$ cat config.mk
export PLATFORM = sky130hd
export DESIGN_NAME = tt_sweep_capture
export DESIGN_NICKNAME = d
export VERILOG_FILES = /design/src/rtl/tt_sweep_capture.sv
export SDC_FILE = /design/constraint.sdc
export NUM_CORES = 1
export LEC_CHECK = 0
export CAP_MARGIN = 20
export CORE_ASPECT_RATIO = 1.75
export CORE_MARGIN = 4
export CORE_UTILIZATION = 57
export DETAILED_ROUTE_END_ITERATION = 16
export DONT_BUFFER_PORTS = 1
export PLACE_DENSITY = 0.75
export SYNTH_ARGS = -nofsm -noshare
export SYNTH_HDL_FRONTEND = slang
export SYNTH_SLANG_ARGS = --single-unit
$ cat constraint.sdc
create_clock -name clk -period 2.6 [get_ports clk]
set_input_delay 0.39 -clock clk [delete_from_list [all_inputs] [get_ports clk]]
set_output_delay 0.39 -clock clk [all_outputs]
set_load 0.02 [all_outputs]
$ cat src/rtl/tt_sweep_capture.sv
// Truth-table sweeper: walks x through minterms 0..15, samples y_in after a settle
// window, and compares the captured table against a latched expected table.
module tt_sweep_capture #(
    parameter int unsigned SETTLE = 1
) (
    input  logic        clk,
    input  logic        rst_n,
    input  logic        start,
    input  logic        abort,
    input  logic [15:0] exp_tt,
    input  logic        y_in,
    output logic [3:0]  x,
    output logic        busy,
    output logic        done,
    output logic [15:0] tt,
    output logic        match,
    output logic [4:0]  mismatch_cnt,
    output logic [3:0]  first_mis,
    output logic [4:0]  ones_cnt
);

    localparam int unsigned TT_W   = 16;
    localparam int unsigned IDX_W  = 4;
    localparam int unsigned CNT_W  = 5;
    localparam int unsigned HOLD_W = 4;
    localparam logic [HOLD_W-1:0] SETTLE_C = HOLD_W'(SETTLE);
    localparam logic [IDX_W-1:0]  LAST_X   = IDX_W'(TT_W - 1);

    typedef enum logic [1:0] {IDLE, HOLD, FINISH} state_t;

    state_t              state, state_d;
    logic [HOLD_W-1:0]   hcnt, hcnt_d;
    logic [TT_W-1:0]     exp_q, exp_d;
    logic [IDX_W-1:0]    x_d, first_d;
    logic [TT_W-1:0]     tt_d;
    logic [CNT_W-1:0]    mis_d, ones_d;
    logic                match_d, done_d, busy_d;

    // State and datapath registers
    always_ff @(posedge clk or negedge rst_n) begin
        if (!rst_n) begin
            state        <= IDLE;
            hcnt         <= '0;
            exp_q        <= '0;
            x            <= '0;
            tt           <= '0;
            mismatch_cnt <= '0;
            ones_cnt     <= '0;
            first_mis    <= '0;
            match        <= 1'b0;
            done         <= 1'b0;
            busy         <= 1'b0;
        end else begin
            state        <= state_d;
            hcnt         <= hcnt_d;
            exp_q        <= exp_d;
            x            <= x_d;
            tt           <= tt_d;
            mismatch_cnt <= mis_d;
            ones_cnt     <= ones_d;
            first_mis    <= first_d;
            match        <= match_d;
            done         <= done_d;
            busy         <= busy_d;
        end
    end

    // Next-state and datapath update; FINISH accepts start so sweeps can run back to back
    always_comb begin
        state_d = state;
        hcnt_d  = hcnt;
        exp_d   = exp_q;
        x_d     = x;
        tt_d    = tt;
        mis_d   = mismatch_cnt;
        ones_d  = ones_cnt;
        first_d = first_mis;
        match_d = match;
        done_d  = 1'b0;

        unique case (state)
            IDLE, FINISH: begin
                if (start) begin
                    state_d = HOLD;
                    exp_d   = exp_tt;
                    tt_d    = '0;
                    mis_d   = '0;
                    ones_d  = '0;
                    first_d = '0;
                    match_d = 1'b0;
                    x_d     = '0;
                    hcnt_d  = '0;
                end else if (state == FINISH) begin
                    state_d = IDLE;
                end
            end
            HOLD: begin
                if (abort) begin
                    state_d = IDLE;
                    match_d = 1'b0;
                end else if (hcnt == SETTLE_C) begin
                    tt_d[x] = y_in;
                    ones_d  = ones_cnt + CNT_W'(y_in);
                    if (y_in != exp_q[x]) begin
                        if (mismatch_cnt == '0) begin
                            first_d = x;
                        end
                        mis_d = mismatch_cnt + CNT_W'(1);
                    end
                    if (x == LAST_X) begin
                        state_d = FINISH;
                        done_d  = 1'b1;
                        match_d = (mis_d == '0);
                    end else begin
                        x_d    = x + IDX_W'(1);
                        hcnt_d = '0;
                    end
                end else begin
                    hcnt_d = hcnt + HOLD_W'(1);
                end
            end
            default: state_d = IDLE;
        endcase

        busy_d = (state_d != IDLE);
    end

endmodule
==> Word-level counts from Yosys, hierarchy flattened <==
Cells that the tools add are included.
{ "totals": {"input_bits": 21, "output_inout_bits": 37, "ff_bits": 59} }
{ "op_classes": {"addsub": 4, "n_reduce_logical": 13, "n_eq_ne": 14, "magnitude_cmp": 2, "mux": 49} }
{ "op_table": {"columns": ["op", "n"], "rows": [
  ["2-to-1 mux 16 bit", 3],
  ["2-to-1 mux 5 bit", 9],
  ["2-to-1 mux 4 bit", 11],
  ["case mux 16 bit (2 select lines)", 1],
  ["case mux 4 bit (2 select lines)", 3],
  ["case mux 5 bit (2 select lines)", 2],
  ["bitwise mux 16 bit", 1],
  ["!= test 2 bit (second input constant)", 6],
  ["AND reduction 4 bit", 3],
  ["logical NOT 5 bit", 2],
  ["2-to-1 mux 1 bit", 10],
  ["2-to-1 mux 2 bit", 5],
  ["!= test 3 bit (second input constant)", 3],
  ["adder 4 x 1 -> 4 bit (second input constant)", 2],
  ["AND reduction 6 bit", 1],
  ["adder 5 x 1 -> 5 bit", 1],
  ["adder 5 x 1 -> 5 bit (second input constant)", 1],
  ["less-than comparator 4 x 5 -> 1 bit (second input constant)", 1],
  ["AND reduction 5 bit", 1],
  ["binary-select mux 1 bit (select 4 bit)", 1],
  ["demux 1 bit (select 4 bit)", 1],
  ["equality test 4 x 1 -> 1 bit (second input constant)", 1],
  ["equality test 4 bit (second input constant)", 1],
  ["greater-or-equal comparator 4 x 1 -> 1 bit (second input constant)", 1],
  ["other kinds (10)", 11]
]} }

==> Longest topological paths before layout <==
{ "depth": {"word_depth": 12, "mapped_depth": 10, "mapped_depth_nobuf": 8} }

==> Least setup slack after synthesis <==
No wires, ideal clock.
{ "synth_timing": {"kind": "register to register", "start": "register x[0]", "end": "register match", "period_less_slack_ns": 2.573, "path_slack_ns": 0.027, "required_time_ns": 2.508, "path_stages_with_launch": 9, "arrival_ns": 2.482, "path_cell_list": "dfrtp_1 -> buf_6 -> mux4_1 -> mux4_2 -> xor2_1 -> buf_6 -> nor4b_4 -> a21oi_1 -> o31ai_2"} }
{ "synth_via": {"elab_chain_cells": 12} }
{ "synth_lines": {"columns": ["item", "line_no", "source"], "rows": [
  ["start, declared", "12", "output logic [3:0] x,"],
  ["start signal, assigned", "45", "x <= '0;"],
  ["start signal, assigned", "57", "x <= x_d;"],
  ["binary-select mux 1 bit (select 4 bit)", "104", "if (y_in != exp_q[x]) begin"],
  ["2-to-1 mux 1 bit (implied by the code)", "104", null],
  ["!= test 1 bit", "104", null],
  ["2-to-1 mux 5 bit", "104", null],
  ["2-to-1 mux 5 bit", "101", "end else if (hcnt == SETTLE_C) begin"],
  ["2-to-1 mux 5 bit", "98", "if (abort) begin"],
  ["2-to-1 mux 5 bit", "81", "unique case (state)"],
  ["logical NOT 5 bit", "113", "match_d = (mis_d == '0);"],
  ["2-to-1 mux 1 bit", "110", "if (x == LAST_X) begin"],
  ["2-to-1 mux 1 bit", "101", null],
  ["2-to-1 mux 1 bit", "98", null],
  ["case mux 1 bit (2 select lines)", "81", null],
  ["end signal, assigned", "62", "match <= match_d;"],
  ["end, declared", "16", "output logic match,"]
]} }
Parallel ways exist; a longest one is shown, timed or not. The select of a mux whose other input is x is not followed.
A chain may end at the register's enable or synchronous reset.

==> Worst setup path in the final report <==
Ends and elaborated chain as after synthesis.

==> results_dict.tcl <==
set metrics [dict create \
    first_global_vias 2123 \
    startpoint_type "flip-flop" \
    period_needed_ns 2.51 \
    yosysMostFrequentCell "nand2_1" \
    die_x_um 62.0 \
    gp_congestion 0.885 \
    cts_buffer_depth 2 \
    fp.dieH_um 102 \
    fin_total_pwr_uw 2700 \
    h-tree-depth 3 \
    clock-root-buffer "clkbuf_8" \
    synth-edff-count 0 \
    skew_ns 0.00637 \
    fmax_mhz 398 \
    worstHoldStart "exp_tt[11]" \
    yosys_register_bits 59 \
    detail-route-antenna-nets 0 \
    worstSetupEndpointType "flip-flop" \
    row_count 34 \
    drtIter0Drc 145 \
    grt_first_pass_wirelength_um 10100 \
    antenna_found_initial 0 \
    coreArea_um2 4980 \
    crit_arrival_ns 2.75 \
    num_vias 2167 \
    p_leak_uw 0.00161 \
    status "complete, no violations" \
    finalHoldViolations 0 \
    synth_nets 338 \
    regToRegSetupSlack_ns 0.09 \
    cp_slowest_cell "mux4_1" \
    yosys_warnings 0 \
    synthFlopType "dfrtp_1" \
    netlist_instances 307 \
    grt.overflow.total 0 \
    slew_headroom_pct 67.5 \
    num_antenna_cells 0 \
    p_per_area_nw_per_um2 835 \
    hp-class "in2reg" \
    setup_violations 0 \
    netlist.area_leader.share_pct 50.8 \
    syn_to_final_growth_pct 11.1 \
    required_ns 2.84 \
    cts_tree "done" \
    viasPerCell 5.76 \
    clk_pin_slew_ns 0.06 \
    drc_errors 0 \
    min_to "exp_q[11]" \
    grtUsageTotal_pct 22.1 \
    r2r-start "x[0]" \
    numCtsBuffers 9 \
    synth_top_area_cell "dfrtp_1" \
    fillerInstances 403 \
    reg2regPathDepth 7 \
    drive_above_1_share_pct 11.5 \
    clock_sinks 59 \
    ys_types 36 \
    cp-startpoint "x[0]" \
    cpPeakStageDelay_ns 0.58 \
    syn_area_um2 2910 \
    worst_slew_pin_slew_ns 0.487 \
    wl_per_cell_um 16.8 \
    layout.nets 348 \
    peakVddDrop_v 0.000790 \
    min_path_cells 2 \
    slew_violations 0 \
    ys_seq_area_share_pct 50.8 \
    cap_violations 0 \
    path_cells "mux4_1 -> mux4_2 -> xor2_2 -> buf_4 -> nand4_1 -> xnor2_1 -> o31ai_2" \
    place_hpwl_um 4570 \
    criticalPathCategory "reg2reg" \
    tns_ns 0 \
    grt_max_degree 60 \
    boundaryPins 58 \
    period_share_pct 96.7 \
    clock_latency_ns 0.33 \
    synth_commonest_cells "nand2_1 (98), dfrtp_1 (59), o21ai_0 (24), clkbuf_1 (14)" \
    ys_top_cells_by_area "dfrtp_1 (51%), nand2_1 (13%), ha_1 (4.3%)" \
    totalWireLength_um 6340 \
    r2r_end "match" \
    crit_fanout 6 \
    first_pass_iters 4 \
    portBuffers 0 \
    synthArstFlopShare_pct 100 \
    synth.avg_cell_area_um2 9.46 \
    die_area_um2 6350 \
    initial_core_util_pct 58.4 \
]
## worst max-delay path by stage
| stage | to | slack (ns) |
|---|---|---|
| 3_3_place_gp | match | 0.16 |
| 6_report | match | 0.09 |
| 5_1_grt | match | -0.003 |
| 4_1_cts | match | 0.03 |
| 3_5_place_dp | match | 0.04 |
| 2_1_floorplan | match | 0.03 |
## cell usage in the layout (no fill, tap or decap), types with 2 or more instances in the layout
cell and n:
nor2b_1 4, a31oi_1 4, or3_1 2, inv_1 7
o21ai_0 24, xor2_1 7, ha_1 10, nand3_1 11
xnor2_1 2, clkbuf_1 2, clkbuf_8 13, mux4_1 4
o22ai_1 2, o21ai_1 2, dfrtp_1 58, nor2_1 11
a21oi_1 10, and2_1 3, nand2_1 98, nand4_1 5
nor3_1 2, buf_4 13, nand2b_1 2, mux2i_1 7
## state kept, by name, indices dropped and copies added (netlist names)
signal	flops
busy	1
done	1
exp_q	16
first_mis	4
hcnt	4
match	1
mismatch_cnt	5
ones_cnt	5
state	2
tt	16
x	4
## power breakdown
part / switching, uW / leakage [uW] / internal, uW
clock network: 333 / 0.0000997 / 449
registers: 146 / 0.000788 / 1040
logic: 438 / 0.000719 / 292
total: 917 / 0.00161 / 1780
## area by class of cell
class,instances,area (um^2),share of cell area [%]
tap,54,67.6,2.09
inverter,7,26.3,0.814
multi-input combinational,224,1320,41.0
timing repair buffer,16,140,4.34
clock inverter,1,5.00,0.155
clock buffer,15,186,5.78
sequential,59,1480,45.8
## through the flow
stage | area, um^2 | utilization (%) | cells | hold WS (ns) | setup WS, ns
floorplan | 2910 | - | 307 | 0.0944 | 0.0267
global placement | 2980 | 60.0 | 357 | 0.0963 | 0.155
detailed placement | 2980 | 60.0 | 357 | 0.0963 | 0.0408
CTS | 3210 | 64.6 | 375 | 0.148 | 0.0291
global route | 3230 | 64.8 | 376 | 0.148 | -0.00282
finish | 3230 | 64.8 | 376 | 0.159 | 0.0871
## routing by layer
metal	wire length, um	vias up	track usage [%]
li1	-	1054	-
met2	3460	72	37.5
met4	142	0	9.64
met1	2320	1030	24.2
met3	419	11	7.21
met5	0	-	0
## cells by family after synthesis
group           Yosys count  share of synthesized area [%]
flops                    59                           50.8
simple gates            146                           22.4
fa+ha+maj                10                           4.31
mux                      12                           6.80
compound gates           46                           8.79
xor+xnor                 10                           3.01
buf+inv                  24                           3.88
## timing repair
action                     4_1_cts  5_1_grt
setup endpoints to repair        0        1
hold buffers                     2        0
hold endpoints to repair        59        0
resized for setup                0        4
setup buffers                    0        0
## critical path, delay by kind of cell (launching register included)
kind / cells / cell delay [ns]
AO/OA/AOI/OAI: 1 / 0.23
XOR/XNOR: 2 / 0.36
buffers and inverters: 1 / 0.16
flip-flops: 1 / 0.42
multiplexers: 2 / 1.09
AND/OR/NAND/NOR: 1 / 0.16
Note: power is estimated with default switching activity, not from simulation.
